`config.mk`:
```
export PLATFORM = sky130hd
export DESIGN_NAME = ifetch_buffer
export DESIGN_NICKNAME = d
export VERILOG_FILES = /design/src/rtl/ifetch_buffer.sv
export SDC_FILE = /design/constraint.sdc
export NUM_CORES = 1
export LEC_CHECK = 0
export ABC_CLOCK_PERIOD_IN_PS = 10300
export CORE_UTILIZATION = 60
export CTS_CLUSTER_DIAMETER = 50
export CTS_CLUSTER_SIZE = 28
export DETAILED_ROUTE_END_ITERATION = 6
export GPL_ROUTABILITY_DRIVEN = 0
export PLACE_DENSITY = 0.83
export SYNTH_ARGS = -nofsm -noshare
export SYNTH_HDL_FRONTEND = slang
export SYNTH_SLANG_ARGS = --single-unit
```
`constraint.sdc`:
```
create_clock -name clk -period 10.3 [get_ports clk]
set_clock_uncertainty 0.05 [all_clocks]
set_input_delay 2.06 -clock clk [delete_from_list [all_inputs] [get_ports clk]]
set_output_delay 2.06 -clock clk [all_outputs]
set_load 0.01 [all_outputs]
```
`src/rtl/ifetch_buffer.sv`:
```
// Fetch stage: issues imem reads at pc_in, pairs in-order responses with their PCs,
// buffers them for decode and drains stale responses after a branch flush.
`ifndef INSTR_MEM_WIDTH
`define INSTR_MEM_WIDTH 32
`endif

module ifetch_buffer #(
   parameter int ADDR_W  = `INSTR_MEM_WIDTH,
   parameter int INSTR_W = 32,
   parameter int DEPTH   = 4
) (
   input  logic               clk,
   input  logic               rst,
   input  logic [ADDR_W-1:0]  pc_in,
   output logic               pc_stall,
   input  logic               branch_taken,
   output logic               imem_req_valid,
   input  logic               imem_req_ready,
   output logic [ADDR_W-1:0]  imem_req_addr,
   input  logic               imem_resp_valid,
   input  logic [INSTR_W-1:0] imem_resp_data,
   output logic               id_valid,
   input  logic               id_ready,
   output logic [ADDR_W-1:0]  id_pc,
   output logic [INSTR_W-1:0] id_instr
);

   localparam int PTR_W = $clog2(DEPTH);
   localparam int CNT_W = PTR_W + 1;

   logic [ADDR_W-1:0]  ipc_q  [DEPTH];
   logic [INSTR_W-1:0] iins_q [DEPTH];
   logic [ADDR_W-1:0]  ppc_q  [DEPTH];

   logic [PTR_W-1:0] rd_ptr_q, rd_ptr_d, wr_ptr_q, wr_ptr_d;
   logic [PTR_W-1:0] prd_ptr_q, prd_ptr_d, pwr_ptr_q, pwr_ptr_d;
   logic [CNT_W-1:0] count_q, count_d, out_cnt_q, out_cnt_d, drop_cnt_q, drop_cnt_d;

   logic [CNT_W+1:0] credit;
   logic             accept, resp_keep, resp_drop, pop;

   // Occupancy plus everything still in flight (live or stale) bounds new requests,
   // so a returning response always finds room in the instruction FIFO.
   assign credit = {2'b00, count_q} + {2'b00, out_cnt_q} + {2'b00, drop_cnt_q};

   assign imem_req_valid = !rst && !branch_taken && (credit < (CNT_W+2)'(DEPTH));
   assign imem_req_addr  = pc_in;
   assign accept         = imem_req_valid && imem_req_ready;
   assign pc_stall       = !accept;

   assign resp_drop = imem_resp_valid && (drop_cnt_q != '0);
   assign resp_keep = imem_resp_valid && (drop_cnt_q == '0);

   assign id_valid = (count_q != '0);
   assign id_pc    = ipc_q[rd_ptr_q];
   assign id_instr = iins_q[rd_ptr_q];
   assign pop      = id_valid && id_ready;

   always_comb begin
      rd_ptr_d   = rd_ptr_q;
      wr_ptr_d   = wr_ptr_q;
      prd_ptr_d  = prd_ptr_q;
      pwr_ptr_d  = pwr_ptr_q;
      count_d    = count_q;
      out_cnt_d  = out_cnt_q;
      drop_cnt_d = drop_cnt_q;
      if (branch_taken) begin
         rd_ptr_d   = '0;
         wr_ptr_d   = '0;
         prd_ptr_d  = '0;
         pwr_ptr_d  = '0;
         count_d    = '0;
         out_cnt_d  = '0;
         // A response landing in the flush cycle retires one in-flight slot either way.
         drop_cnt_d = drop_cnt_q + out_cnt_q - CNT_W'(imem_resp_valid);
      end else begin
         if (accept)    pwr_ptr_d = pwr_ptr_q + 1'b1;
         if (resp_keep) begin
            prd_ptr_d = prd_ptr_q + 1'b1;
            wr_ptr_d  = wr_ptr_q + 1'b1;
         end
         if (pop)       rd_ptr_d = rd_ptr_q + 1'b1;
         count_d    = count_q + CNT_W'(resp_keep) - CNT_W'(pop);
         out_cnt_d  = out_cnt_q + CNT_W'(accept) - CNT_W'(resp_keep);
         drop_cnt_d = drop_cnt_q - CNT_W'(resp_drop);
      end
   end

   always_ff @(posedge clk) begin
      if (rst) begin
         rd_ptr_q   <= '0;
         wr_ptr_q   <= '0;
         prd_ptr_q  <= '0;
         pwr_ptr_q  <= '0;
         count_q    <= '0;
         out_cnt_q  <= '0;
         drop_cnt_q <= '0;
      end else begin
         rd_ptr_q   <= rd_ptr_d;
         wr_ptr_q   <= wr_ptr_d;
         prd_ptr_q  <= prd_ptr_d;
         pwr_ptr_q  <= pwr_ptr_d;
         count_q    <= count_d;
         out_cnt_q  <= out_cnt_d;
         drop_cnt_q <= drop_cnt_d;
      end
   end

   always_ff @(posedge clk) begin
      if (accept)
         ppc_q[pwr_ptr_q] <= pc_in;
      if (resp_keep && !branch_taken) begin
         ipc_q[wr_ptr_q]  <= ppc_q[prd_ptr_q];
         iins_q[wr_ptr_q] <= imem_resp_data;
      end
   end

endmodule

```
# Word-level counts from Yosys, hierarchy flattened
# Memories as Yosys holds them, arrays and structs flattened. A register that Yosys moved wholly into a read port is not among the register bits.
# Index checks and enable logic that the tools add are counted.
word_totals:
  register_bits: 17
  ramBits: 384
  output_inout_bits: 99
  word_cells: 49
  n_memories: 3
op_classes:
  n_addsub: 13
  n_lt_le_gt_ge: 1
  muxes: 11
  reduce_logical: 14
memory_table:
  columns: ["name", "words", "word_bits", "read_ports", "rd_clocked_by_memory_dff", "write_ports", "line", "source"]
  rows:
  - ["iins_q", 4, 32, 1, 1, 1, "32", "logic [INSTR_W-1:0] iins_q [DEPTH];"]
  - ["ipc_q", 4, 32, 1, 1, 1, "31", "logic [ADDR_W-1:0] ipc_q [DEPTH];"]
  - ["ppc_q", 4, 32, 1, 1, 1, "33", "logic [ADDR_W-1:0] ppc_q [DEPTH];"]
op_table:
  columns: ["operator", "n"]
  rows:
  - ["$mux 2", 6]
  - ["$sub 3x1->3", 4]
  - ["$add 2x1->2 const B", 4]
  - ["$logic_and 1x1->1", 7]
  - ["$add 3x1->3", 2]
  - ["$reduce_bool 3->1", 2]
  - ["$add 4x3->5", 1]
  - ["$lt 5x3->1 const B", 1]
  - ["$add 3x3->4", 1]
  - ["$mux 1", 4]
  - ["$add 3x3->3", 1]
  - ["$logic_not 1->1", 3]
  - ["$logic_not 3->1", 1]
  - ["$mux 3", 1]
  - ["$reduce_or 2->1", 1]

# Longest topological paths before layout
logic_depth:
  depth_word: 7
  mapped_depth: 15
  mapped_depth_nobuf: 15

# Worst setup path before layout
# OpenSTA, ideal clock, no wires.
synth_path:
  path_kind: "input-to-output"
  startpoint: "input branch_taken"
  endpoint: "output pc_stall"
  arrival_ps: 2892
  t_required_ps: 8190
  path_slack_ps: 5298
  cell_stages: 5
  path_buffers: 1
  path_cell_list: "buf_2 -> nor3_1 -> o211a_1 -> and2_4 -> inv_1"
synth_via:
  elab_chain_len: 5
synth_rtl:
  columns: ["element", "line", "source"]
  rows:
  - ["start: declaration", "16", "input logic branch_taken,"]
  - ["$logic_not 1->1", "46", "assign imem_req_valid = !rst && !branch_taken && (credit < (CNT_W+2)'(DEPTH));"]
  - ["$logic_and 1x1->1 (2 in a row)", "46", null]
  - ["$logic_and 1x1->1", "48", "assign accept = imem_req_valid && imem_req_ready;"]
  - ["$logic_not 1->1", "49", "assign pc_stall = !accept;"]
  - ["end: declaration", "15", "output logic pc_stall,"]
# No other way between the ends.

# Final worst setup path
# Same ends and word-level chain as after synthesis.

==> flow_metrics.tcl <==
set metrics [dict create \
    clock.fmax_mhz 166 \
    dr.pass1.iters 5 \
    grt_pass1_vias 7548 \
    clk_pin_slew_worst_paths_ps 80 \
    clkSinkCount 405 \
    tightest_slew_ps 1040 \
    cts_hold_buf 0 \
    antenna_cells 0 \
    arrival_ps 3920 \
    crit_path_end_kind "primary output" \
    antenna_found_initial 0 \
    clock_tree.root_cell "clkbuf_16" \
    viasPerCell 5.85 \
    min_to "pwr_ptr_q[0]" \
    finalCriticalPeriod_ps 6030 \
    rows 58 \
    synth_most_common_cell "edfxtp_1" \
    synth_area_leaders "edfxtp_1, mux4_2, dfxtp_1" \
    yosysTopAreaCell "edfxtp_1" \
    p_per_area_mw_per_mm2 199 \
    rrSetupSlack_ps 6500 \
    drc 0 \
    nets 912 \
    grt_max_degree 65 \
    ys.flop_type "edfxtp_1" \
    syn-instance-count 670 \
    status "finished, final reports clean" \
    post-route-period-util_pct 58.5 \
    fin_area_mm2 0.0182 \
    hpwl_mm 15.8 \
    cts_tree "yes" \
    drtIter0Drc 532 \
    p_leak_nw 5.75 \
    die_y_um 162 \
    grt_pass1_wl_mm 42.5 \
    track_usage_pct 21.8 \
    finalHoldViolCount 0 \
    synth_area_mm2 0.0153 \
    ys_ff_latch 405 \
    nFillCells 1460 \
    synth_common_cells "edfxtp_1, mux4_2, buf_4" \
    vias 6856 \
    r2r-start "count_q[1]" \
    setup_tns_ps 0 \
    dieArea_mm2 0.0262 \
    layout-drive-gt1-share_pct 20.2 \
    io_buffers 168 \
    drv_cap 0 \
    ctsResizeCount 0 \
    clk_path_buf_depth 3 \
    whs_path_depth 2 \
    rsz0062_at_grt "false" \
    synth_area_per_cell_um2 22.9 \
    yosys_warnings 0 \
    synthArstFlopShare_pct 0 \
    cts_buffers 31 \
    die_w_um 162 \
    p_total_mw 3.64 \
    yosysSeqAreaShare_pct 78.0 \
    rr_worst_depth 15 \
    wire_per_inst_um 23.6 \
    synth_top_area_share_pct 75.2 \
    htreeDepth 1 \
    report.final.slew_viol_count 0 \
    report.final.setup_viol 0 \
    min_path_type "register to register" \
    synth_edf_count 384 \
    area_delta_synth_final_pct 19.0 \
    start_kind "input port" \
    timing.rr.end "out_cnt_q[2]" \
    ant_nets 0 \
    synth_cell_type_count 35 \
    worstPathRequired_ps 8190 \
    placed_area_mm2 0.0171 \
    wirelength_mm 27.7 \
    ir_worst_vdd_uv 128 \
    overflow 0 \
    core_area_mm2 0.0251 \
    start_util_pct 61.1 \
    clock_latency_ps 550 \
    hp-start "pwr_ptr_q[0]" \
    num_io_pins 169 \
    syn-num-nets 765 \
    crit_fanout 10 \
    max-slew-margin-rel_pct 30.9 \
    cts_setup_buffers 0 \
    crit_type "input port to primary output" \
]
## worst max path at each step
stage	from	to	slack (ps)	depth (start not counted)
global route	branch_taken	pc_stall	4120	6
floorplan	branch_taken	pc_stall	5300	5
finish	branch_taken	pc_stall	4270	6
detailed placement	branch_taken	pc_stall	4290	6
CTS	branch_taken	pc_stall	4280	6
global placement	branch_taken	pc_stall	4350	6
## layout make-up
type	instances	area, um2	area share, %
Sequential cell	405	12000	65.6
Multi-Input combinational cell	188	2960	16.2
Timing Repair Buffer	170	1700	9.30
Clock buffer	31	776	4.25
Tap cell	330	413	2.26
Clock inverter	26	359	1.97
Inverter	21	78.8	0.432
## per-stage QoR
stage               instances  hold WS, ps  util, %  setup WS (ps)
floorplan                 670          412        -           5300
global placement         1114          427     68.1           4350
detailed placement       1114          466     68.1           4290
CTS                      1171          478     72.7           4280
global route             1171          495     72.7           4120
finish                   1171          480     72.7           4270
## cell families after synthesis
group	after synthesis	share of synthesized area, %
simple gates	46	1.56
fa+ha+maj	25	2.33
xor+xnor	11	0.726
mux	96	14.1
buf+inv	77	2.81
compound gates	10	0.506
flops	405	78.0
## cells in the final DEF (no fill, tap or decap), types with 2 or more instances in the layout
cell,count
clkinv_8,5
and2_4,5
o211a_1,2
buf_4,2
mux4_2,96
dfxtp_1,17
nor3_1,2
inv_8,2
and2_1,3
clkinv_1,3
xnor2_1,8
dfxtp_2,2
nor2b_1,3
xor2_1,2
clkdlybuf4s50_1,168
clkbuf_16,31
edfxtp_1,384
clkinvlp_4,4
nand2_1,4
clkinv_4,4
and3_2,4
a21oi_1,3
nor2_1,19
ha_1,19
fa_1,6
inv_1,20
inv_6,3
bufinv_16,4
dfxtp_4,2
nand3_1,2
## sequential cells by signal (all words and copies together) (netlist names), named ones only
register    count
rd_ptr_q        2
ppc_q         128
pwr_ptr_q       2
out_cnt_q       3
ipc_q         128
count_q         3
drop_cnt_q      3
prd_ptr_q       2
wr_ptr_q        2
iins_q        128
## critical path, stage by stage
cell             delay, ps
clkdlybuf4s50_1        560
nor3_1                 290
o211a_1                290
and2_4                 190
inv_1                   60
clkdlybuf4s50_1        480
## power breakdown
group          leakage [nW]  switching, mW  internal, mW
clock                 0.536          0.609         0.684
combinational          1.58          0.202         0.219
sequential             3.64         0.0335          1.89
## routing by layer
metal  global-route usage [%]  wire (um)
met4                     6.30        467
met3                     3.06       1380
met5                        0          0
met2                     39.3      15200
met1                     27.7      10600
Note: power is estimated with default switching activity, not from simulation.
